--- config.mk ---
export PLATFORM = sky130hd
export DESIGN_NAME = seq_subtractor_64bit_flat
export DESIGN_NICKNAME = d
export VERILOG_FILES = /design/src/rtl/seq_arith_pkg.sv /design/src/rtl/seq_subtractor_64bit_if.sv /design/src/rtl/cla_16bit_slice.sv /design/src/rtl/seq_subtractor_64bit.sv /design/src/flat_wrapper.sv
export SDC_FILE = /design/constraint.sdc
export NUM_CORES = 1
export LEC_CHECK = 0
export ABC_AREA = 1
export BUFFER_PORTS_ARGS = -buffer_cell sky130_fd_sc_hd__buf_2
export CAP_MARGIN = 20
export CORE_MARGIN = 4
export CORE_UTILIZATION = 36
export DETAILED_ROUTE_END_ITERATION = 8
export MAX_ROUTING_LAYER = met4
export PLACE_DENSITY_LB_ADDON = 0.3
export SLEW_MARGIN = 20
export SYNTH_ARGS = -nofsm -noshare
export SYNTH_HDL_FRONTEND = slang
export SYNTH_SLANG_ARGS = --single-unit
--- constraint.sdc ---
create_clock -name clk -period 2.9 [get_ports clk]
set_input_delay 0.58 -clock clk [delete_from_list [all_inputs] [get_ports clk]]
set_output_delay 0.58 -clock clk [all_outputs]
set_load 0.1 [all_outputs]
--- src/rtl/seq_arith_pkg.sv ---
// Shared constants and types for the sequential (slice-serial) arithmetic units.
//   SLICE      : bits processed per cycle
//   WIDTH      : full operand width
//   NUM_SLICES : slices per operation
//   state_e    : control FSM states
//   cnt_t      : slice index type
package seq_arith_pkg;

    localparam int unsigned SLICE      = 16;
    localparam int unsigned WIDTH      = 64;
    localparam int unsigned NUM_SLICES = WIDTH / SLICE;

    typedef enum logic [1:0] {
        IDLE = 2'd0,
        RUN  = 2'd1,
        DONE = 2'd2
    } state_e;

    typedef logic [1:0] cnt_t;

endpackage

--- src/rtl/seq_subtractor_64bit_if.sv ---
// Start/done operation-unit bus for seq_subtractor_64bit.
//   master : control side (drives start, in1, in2, b_in; observes results)
//   slave  : subtractor side
// Optional macro SUB_OVF_EN adds the signed-overflow signal ovf.
interface seq_subtractor_64bit_if;
    import seq_arith_pkg::*;

    logic             start;
    logic [WIDTH-1:0] in1;
    logic [WIDTH-1:0] in2;
    logic             b_in;
    logic             busy;
    logic             done;
    logic [WIDTH-1:0] diff;
    logic             b_out;
`ifdef SUB_OVF_EN
    logic             ovf;

    modport master (
        output start, in1, in2, b_in,
        input  busy, done, diff, b_out, ovf
    );

    modport slave (
        input  start, in1, in2, b_in,
        output busy, done, diff, b_out, ovf
    );
`else
    modport master (
        output start, in1, in2, b_in,
        input  busy, done, diff, b_out
    );

    modport slave (
        input  start, in1, in2, b_in,
        output busy, done, diff, b_out
    );
`endif

endinterface

--- src/rtl/cla_16bit_slice.sv ---
// Combinational 16-bit carry-lookahead adder slice.
//   a_i, b_i : addends
//   c_i      : carry in
//   s_o      : sum
//   c_o      : carry out
// Two-level lookahead: 4-bit groups produce group generate/propagate, group carries are
// resolved in one lookahead level, then bit carries inside each group come from the group
// carry-in.
module cla_16bit_slice (
    input  logic [15:0] a_i,
    input  logic [15:0] b_i,
    input  logic        c_i,
    output logic [15:0] s_o,
    output logic        c_o
);

    logic [15:0] g;
    logic [15:0] p;
    logic [15:0] c;
    logic [3:0]  gg;
    logic [3:0]  gp;
    logic [4:0]  gc;

    assign g = a_i & b_i;
    assign p = a_i ^ b_i;

    always_comb begin
        gg = '0;
        gp = '0;
        for (int j = 0; j < 4; j++) begin
            gg[j] = g[4*j+3]
                  | (p[4*j+3] & g[4*j+2])
                  | (p[4*j+3] & p[4*j+2] & g[4*j+1])
                  | (p[4*j+3] & p[4*j+2] & p[4*j+1] & g[4*j]);
            gp[j] = &p[4*j +: 4];
        end
    end

    assign gc[0] = c_i;
    assign gc[1] = gg[0] | (gp[0] & c_i);
    assign gc[2] = gg[1] | (gp[1] & gg[0]) | (gp[1] & gp[0] & c_i);
    assign gc[3] = gg[2] | (gp[2] & gg[1]) | (gp[2] & gp[1] & gg[0])
                 | (gp[2] & gp[1] & gp[0] & c_i);
    assign gc[4] = gg[3] | (gp[3] & gg[2]) | (gp[3] & gp[2] & gg[1])
                 | (gp[3] & gp[2] & gp[1] & gg[0])
                 | (gp[3] & gp[2] & gp[1] & gp[0] & c_i);

    always_comb begin
        c = '0;
        for (int j = 0; j < 4; j++) begin
            c[4*j]   = gc[j];
            c[4*j+1] = g[4*j] | (p[4*j] & gc[j]);
            c[4*j+2] = g[4*j+1] | (p[4*j+1] & g[4*j]) | (p[4*j+1] & p[4*j] & gc[j]);
            c[4*j+3] = g[4*j+2] | (p[4*j+2] & g[4*j+1])
                     | (p[4*j+2] & p[4*j+1] & g[4*j])
                     | (p[4*j+2] & p[4*j+1] & p[4*j] & gc[j]);
        end
    end

    assign s_o = p ^ c;
    assign c_o = gc[4];

endmodule

--- src/rtl/seq_subtractor_64bit.sv ---
// Multi-cycle 64-bit subtractor: diff = in1 - in2 - b_in, computed as in1 + ~in2 + ~b_in
// one 16-bit slice per cycle (LSB first) through a single CLA slice with a registered carry.
//   clk   : rising-edge clock
//   rst_n : asynchronous active-low reset
//   bus   : start/done operation bus (slave side): start, in1, in2, b_in in;
//           busy, done, diff, b_out (and ovf) out
// Optional macro SUB_OVF_EN: adds the registered signed-overflow output ovf.
// Latency 4 cycles from accepted start to done; a start during DONE is accepted back-to-back.
module seq_subtractor_64bit
    import seq_arith_pkg::*;
(
    input  logic                  clk,
    input  logic                  rst_n,
    seq_subtractor_64bit_if.slave bus
);

    state_e           state_q, state_d;
    cnt_t             cnt_q, cnt_d;
    logic [WIDTH-1:0] in1_q, in1_d;
    logic [WIDTH-1:0] in2_q, in2_d;
    logic             carry_q, carry_d;
    logic [WIDTH-1:0] diff_q, diff_d;
    logic             b_out_q, b_out_d;
`ifdef SUB_OVF_EN
    logic             ovf_q, ovf_d;
`endif

    logic [SLICE-1:0] a_slice;
    logic [SLICE-1:0] b_slice;
    logic [SLICE-1:0] sum;
    logic             cout;

    // Slice cnt of both operands; subtrahend inverted for two's-complement subtraction.
    assign a_slice = in1_q[{cnt_q, 4'b0000} +: SLICE];
    assign b_slice = ~in2_q[{cnt_q, 4'b0000} +: SLICE];

    cla_16bit_slice u_cla (
        .a_i (a_slice),
        .b_i (b_slice),
        .c_i (carry_q),
        .s_o (sum),
        .c_o (cout)
    );

    always_comb begin
        state_d = state_q;
        cnt_d   = cnt_q;
        in1_d   = in1_q;
        in2_d   = in2_q;
        carry_d = carry_q;
        diff_d  = diff_q;
        b_out_d = b_out_q;
`ifdef SUB_OVF_EN
        ovf_d   = ovf_q;
`endif
        unique case (state_q)
            IDLE, DONE: begin
                if (bus.start) begin
                    in1_d   = bus.in1;
                    in2_d   = bus.in2;
                    carry_d = ~bus.b_in;
                    cnt_d   = '0;
                    state_d = RUN;
                end else begin
                    state_d = IDLE;
                end
            end
            RUN: begin
                diff_d[{cnt_q, 4'b0000} +: SLICE] = sum;
                carry_d = cout;
                cnt_d   = cnt_q + 2'd1;
                if (cnt_q == cnt_t'(NUM_SLICES - 1)) begin
                    b_out_d = ~cout;
`ifdef SUB_OVF_EN
                    // sum[15] is diff[63] being written this cycle.
                    ovf_d   = (in1_q[WIDTH-1] ^ in2_q[WIDTH-1]) & (in1_q[WIDTH-1] ^ sum[SLICE-1]);
`endif
                    state_d = DONE;
                end
            end
            default: state_d = IDLE;
        endcase
    end

    always_ff @(posedge clk or negedge rst_n) begin
        if (!rst_n) begin
            state_q <= IDLE;
            cnt_q   <= '0;
            in1_q   <= '0;
            in2_q   <= '0;
            carry_q <= 1'b0;
            diff_q  <= '0;
            b_out_q <= 1'b0;
`ifdef SUB_OVF_EN
            ovf_q   <= 1'b0;
`endif
        end else begin
            state_q <= state_d;
            cnt_q   <= cnt_d;
            in1_q   <= in1_d;
            in2_q   <= in2_d;
            carry_q <= carry_d;
            diff_q  <= diff_d;
            b_out_q <= b_out_d;
`ifdef SUB_OVF_EN
            ovf_q   <= ovf_d;
`endif
        end
    end

    assign bus.busy  = (state_q == RUN);
    assign bus.done  = (state_q == DONE);
    assign bus.diff  = diff_q;
    assign bus.b_out = b_out_q;
`ifdef SUB_OVF_EN
    assign bus.ovf   = ovf_q;
`endif

endmodule

--- src/flat_wrapper.sv ---
// flat-port wrapper written by rule: the top's interface ports become plain ports
module seq_subtractor_64bit_flat import seq_arith_pkg::*;
  (clk, rst_n, bus_start, bus_in1, bus_in2, bus_b_in, bus_busy, bus_done, bus_diff, bus_b_out);
  seq_subtractor_64bit_if bus_i ();
  input  logic clk;
  input  logic rst_n;
  input wire logic [$bits(bus_i.start)-1:0] bus_start;
  input wire logic [$bits(bus_i.in1)-1:0] bus_in1;
  input wire logic [$bits(bus_i.in2)-1:0] bus_in2;
  input wire logic [$bits(bus_i.b_in)-1:0] bus_b_in;
  output wire logic [$bits(bus_i.busy)-1:0] bus_busy;
  output wire logic [$bits(bus_i.done)-1:0] bus_done;
  output wire logic [$bits(bus_i.diff)-1:0] bus_diff;
  output wire logic [$bits(bus_i.b_out)-1:0] bus_b_out;
  assign bus_i.start = bus_start;
  assign bus_i.in1 = bus_in1;
  assign bus_i.in2 = bus_in2;
  assign bus_i.b_in = bus_b_in;
  assign bus_busy = bus_i.busy;
  assign bus_done = bus_i.done;
  assign bus_diff = bus_i.diff;
  assign bus_b_out = bus_i.b_out;
  seq_subtractor_64bit u_core (.clk(clk), .rst_n(rst_n), .bus(bus_i));
endmodule
==> results.json <==
{
  "skew_ns": 0.0152,
  "synth_seq_cells": 198,
  "layout-drive-gt1-share_pct": 50.6,
  "crit_path_max_fanout": 8,
  "fp.dieH_um": 169,
  "required_ns": 3.23,
  "tightest_slew_ns": 0.742,
  "drv_slew": 0,
  "routed_wl_um": 28100,
  "post_drt_wl_per_cell_um": 18.9,
  "area_delta_synth_final_pct": 37.3,
  "drc_errors": 0,
  "slew_headroom_pct": 50.4,
  "grt_overflow": 0,
  "critPathKind": "flop to flop",
  "drtIter0Drc": 522,
  "nNetsFinal": 1293,
  "syn_area_per_cell_um2": 10.8,
  "period_needed_ns": 3.00,
  "drv_cap": 0,
  "worstSetupStartpointType": "flop",
  "slowest_stage": "fa_2",
  "num-fill-cells": 2252,
  "num_io_pins": 199,
  "crit_family": "adder cells",
  "ys_types": 38,
  "antenna_found_initial": 7,
  "synthTopCellsByArea": "dfrtp_1, mux2_2, nand2_1",
  "rr_worst_depth": 14,
  "violations": "setup timing",
  "vias_per_cell": 5.04,
  "placed_cell_area_um2": 11200,
  "numCtsBuffers": 17,
  "setup_ws_ns": -0.102,
  "reg2reg_from": "u_core.cnt_q[0]",
  "drt_pre_antenna_iters": 5,
  "critical-path-max-stage-delay_ns": 0.57,
  "seq_area_frac_synth_pct": 53.3,
  "yosys_warnings": 0,
  "die_area_um2": 28500,
  "clk_latency_ns": 0.44,
  "fmax_mhz": 333,
  "status": "complete, but fails checks",
  "synth_edf_count": 0,
  "grt_pass1_vias": 7540,
  "endpoint_kind": "flop",
  "synth_top_area_share_pct": 53.3,
  "rr_endpoint": "u_core.bus.diff[44]",
  "dieWidth_um": 169,
  "root_buffer": "clkbuf_16",
  "synthesis.area_um2": 9300,
  "core-area_um2": 25300,
  "initial_core_util_pct": 36.7,
  "synth_top_cell_by_area": "dfrtp_1",
  "cts_tree": "done",
  "synth_most_common_cell": "dfrtp_1",
  "finalCritPeriodShare_pct": 104,
  "critical_path_buf_inv_count": 3,
  "finalInstanceArea_um2": 12800,
  "hp-class": "primary input to async pin",
  "port_buffers": 198,
  "rows": 58,
  "cp_cell_sequence": "clkinv_8, buf_12, nor2_1, o22ai_4, ha_4, nand2_1, nor2_2, and2_4, nand2_4, nand2_4, inv_2, fa_2, nor2_2, a22o_1",
  "synth_top_cells_by_count": "dfrtp_1, nand2_1, mux2_2",
  "cts_sinks": 198,
  "regToRegSetupSlack_ns": -0.10,
  "drt.antenna.violating_nets": 0,
  "syn_inst": 865,
  "place.gp.congestion": 0.873,
  "num_vias": 7484,
  "ys_async_sr_fraction_pct": 100,
  "rsz0062_at_grt": "true",
  "crit_arrival_ns": 3.33,
  "clk_path_buf_depth": 2,
  "grt_max_degree": 64,
  "grt_pass1_wl_um": 42300,
  "htree_levels": 4,
  "synth_ff_type": "dfrtp_1",
  "setup-violations-final": 9,
  "dpl.hpwl_um": 19700,
  "mappedNetlistNets": 1023,
  "clkSlewWorstSetupHoldPaths_ns": 0.08,
  "grtUsageTotal_pct": 19.7,
  "hold_viol": 0
}
flip-flops by register name, indices dropped and copies added, names as in the netlist:
signal / count
u_core.carry_q: 1
u_core.in1_q: 64
u_core.bus.b_out: 1
u_core.bus.diff: 64
u_core.in2_q: 64
u_core.state_q: 2
u_core.cnt_q: 2
kinds of logic (layout without fill, tap and decap cells):
kind of cell | Yosys count | after routing | share of synthesized area, %
AO/OA/AOI/OAI | 140 | 140 | 9.78
AND/OR/NAND/NOR | 280 | 280 | 13.1
flip-flops | 198 | 198 | 53.3
multiplexers | 128 | 128 | 15.5
XOR/XNOR | 5 | 5 | 0.471
adder cells (fa/ha/maj) | 26 | 26 | 3.82
other | 0 | 8 | 0
buffers and inverters | 88 | 371 | 4.01
through the flow:
stage / worst slack, ns / utilization [%] / instances / TNS [ns] / hold WS, ns
after floorplan: 0.000628 / - / 865 / 0 / 0.284
after global placement: -0.136 / 44.1 / 1423 / -0.890 / 0.458
after detailed placement: -0.165 / 44.1 / 1423 / -1.72 / 0.463
after CTS: -0.0237 / 48.2 / 1465 / -0.0556 / 0.139
after global routing: -0.215 / 50.4 / 1485 / -2.92 / 0.154
final: -0.102 / 50.4 / 1486 / -0.511 / 0.119
repair_timing:
action / in CTS / in global routing
hold buffers: 0 / 0
setup buffers: 8 / 9
gates cloned: 4 / 6
pin swaps: 15 / 43
endpoints found under the setup margin: 19 / 24
gates resized for setup: 58 / 94
hold endpoints to repair: 0 / 0
placed cells by master (no fill, tap or decap), drive strengths merged, types with 2 or more instances in the layout:
cell / instances
nand2: 199
buf: 287
mux2: 128
nand4: 10
clkinv: 5
o21ai: 60
xnor2: 2
a32o: 15
a21oi: 25
dfrtp: 198
inv: 48
bufinv: 4
a32oi: 6
o22ai: 15
a22o: 11
o21bai: 3
nor2: 48
xor2: 3
nor3: 2
fa: 4
nand3: 18
a31oi: 3
ha: 22
clkbuf: 26
diode: 8
per-layer routing:
metal / track usage [%] / vias to the layer above / share of wire, %
met5: - / - / 0
met4: 5.58 / 0 / 1.8
met3: 4.23 / 33 / 5.6
met2: 31.1 / 220 / 49
met1: 25.8 / 3700 / 44
li1: - / 3531 / -
layout make-up:
class                           instances  area (um2)  area share [%]
Antenna cell                            8        20.0           0.157
Clock buffer                           19         443            3.47
Clock inverter                         13         213            1.67
Inverter                               45         186            1.46
Multi-Input combinational cell        579        4460            34.9
Sequential cell                       198        4960            38.8
Tap cell                              330         413            3.23
Timing Repair Buffer                  294        2080            16.3
worst max-delay path by stage:
stage | from | to | slack [ns] | cells after the start
after floorplan | u_core.cnt_q[1] | u_core.bus.diff[45] | 0.0006 | 16
after global placement | u_core.cnt_q[0] | u_core.bus.diff[45] | -0.14 | 17
after detailed placement | u_core.cnt_q[0] | u_core.bus.diff[28] | -0.17 | 17
after CTS | u_core.cnt_q[0] | u_core.bus.diff[61] | -0.02 | 17
after global routing | u_core.cnt_q[0] | u_core.bus.diff[61] | -0.22 | 16
final | u_core.cnt_q[0] | u_core.bus.diff[44] | -0.10 | 14
Power is left out: the tool's default activity adds up to more than one toggle a clock period on the data nets, which glitch-free logic cannot reach.
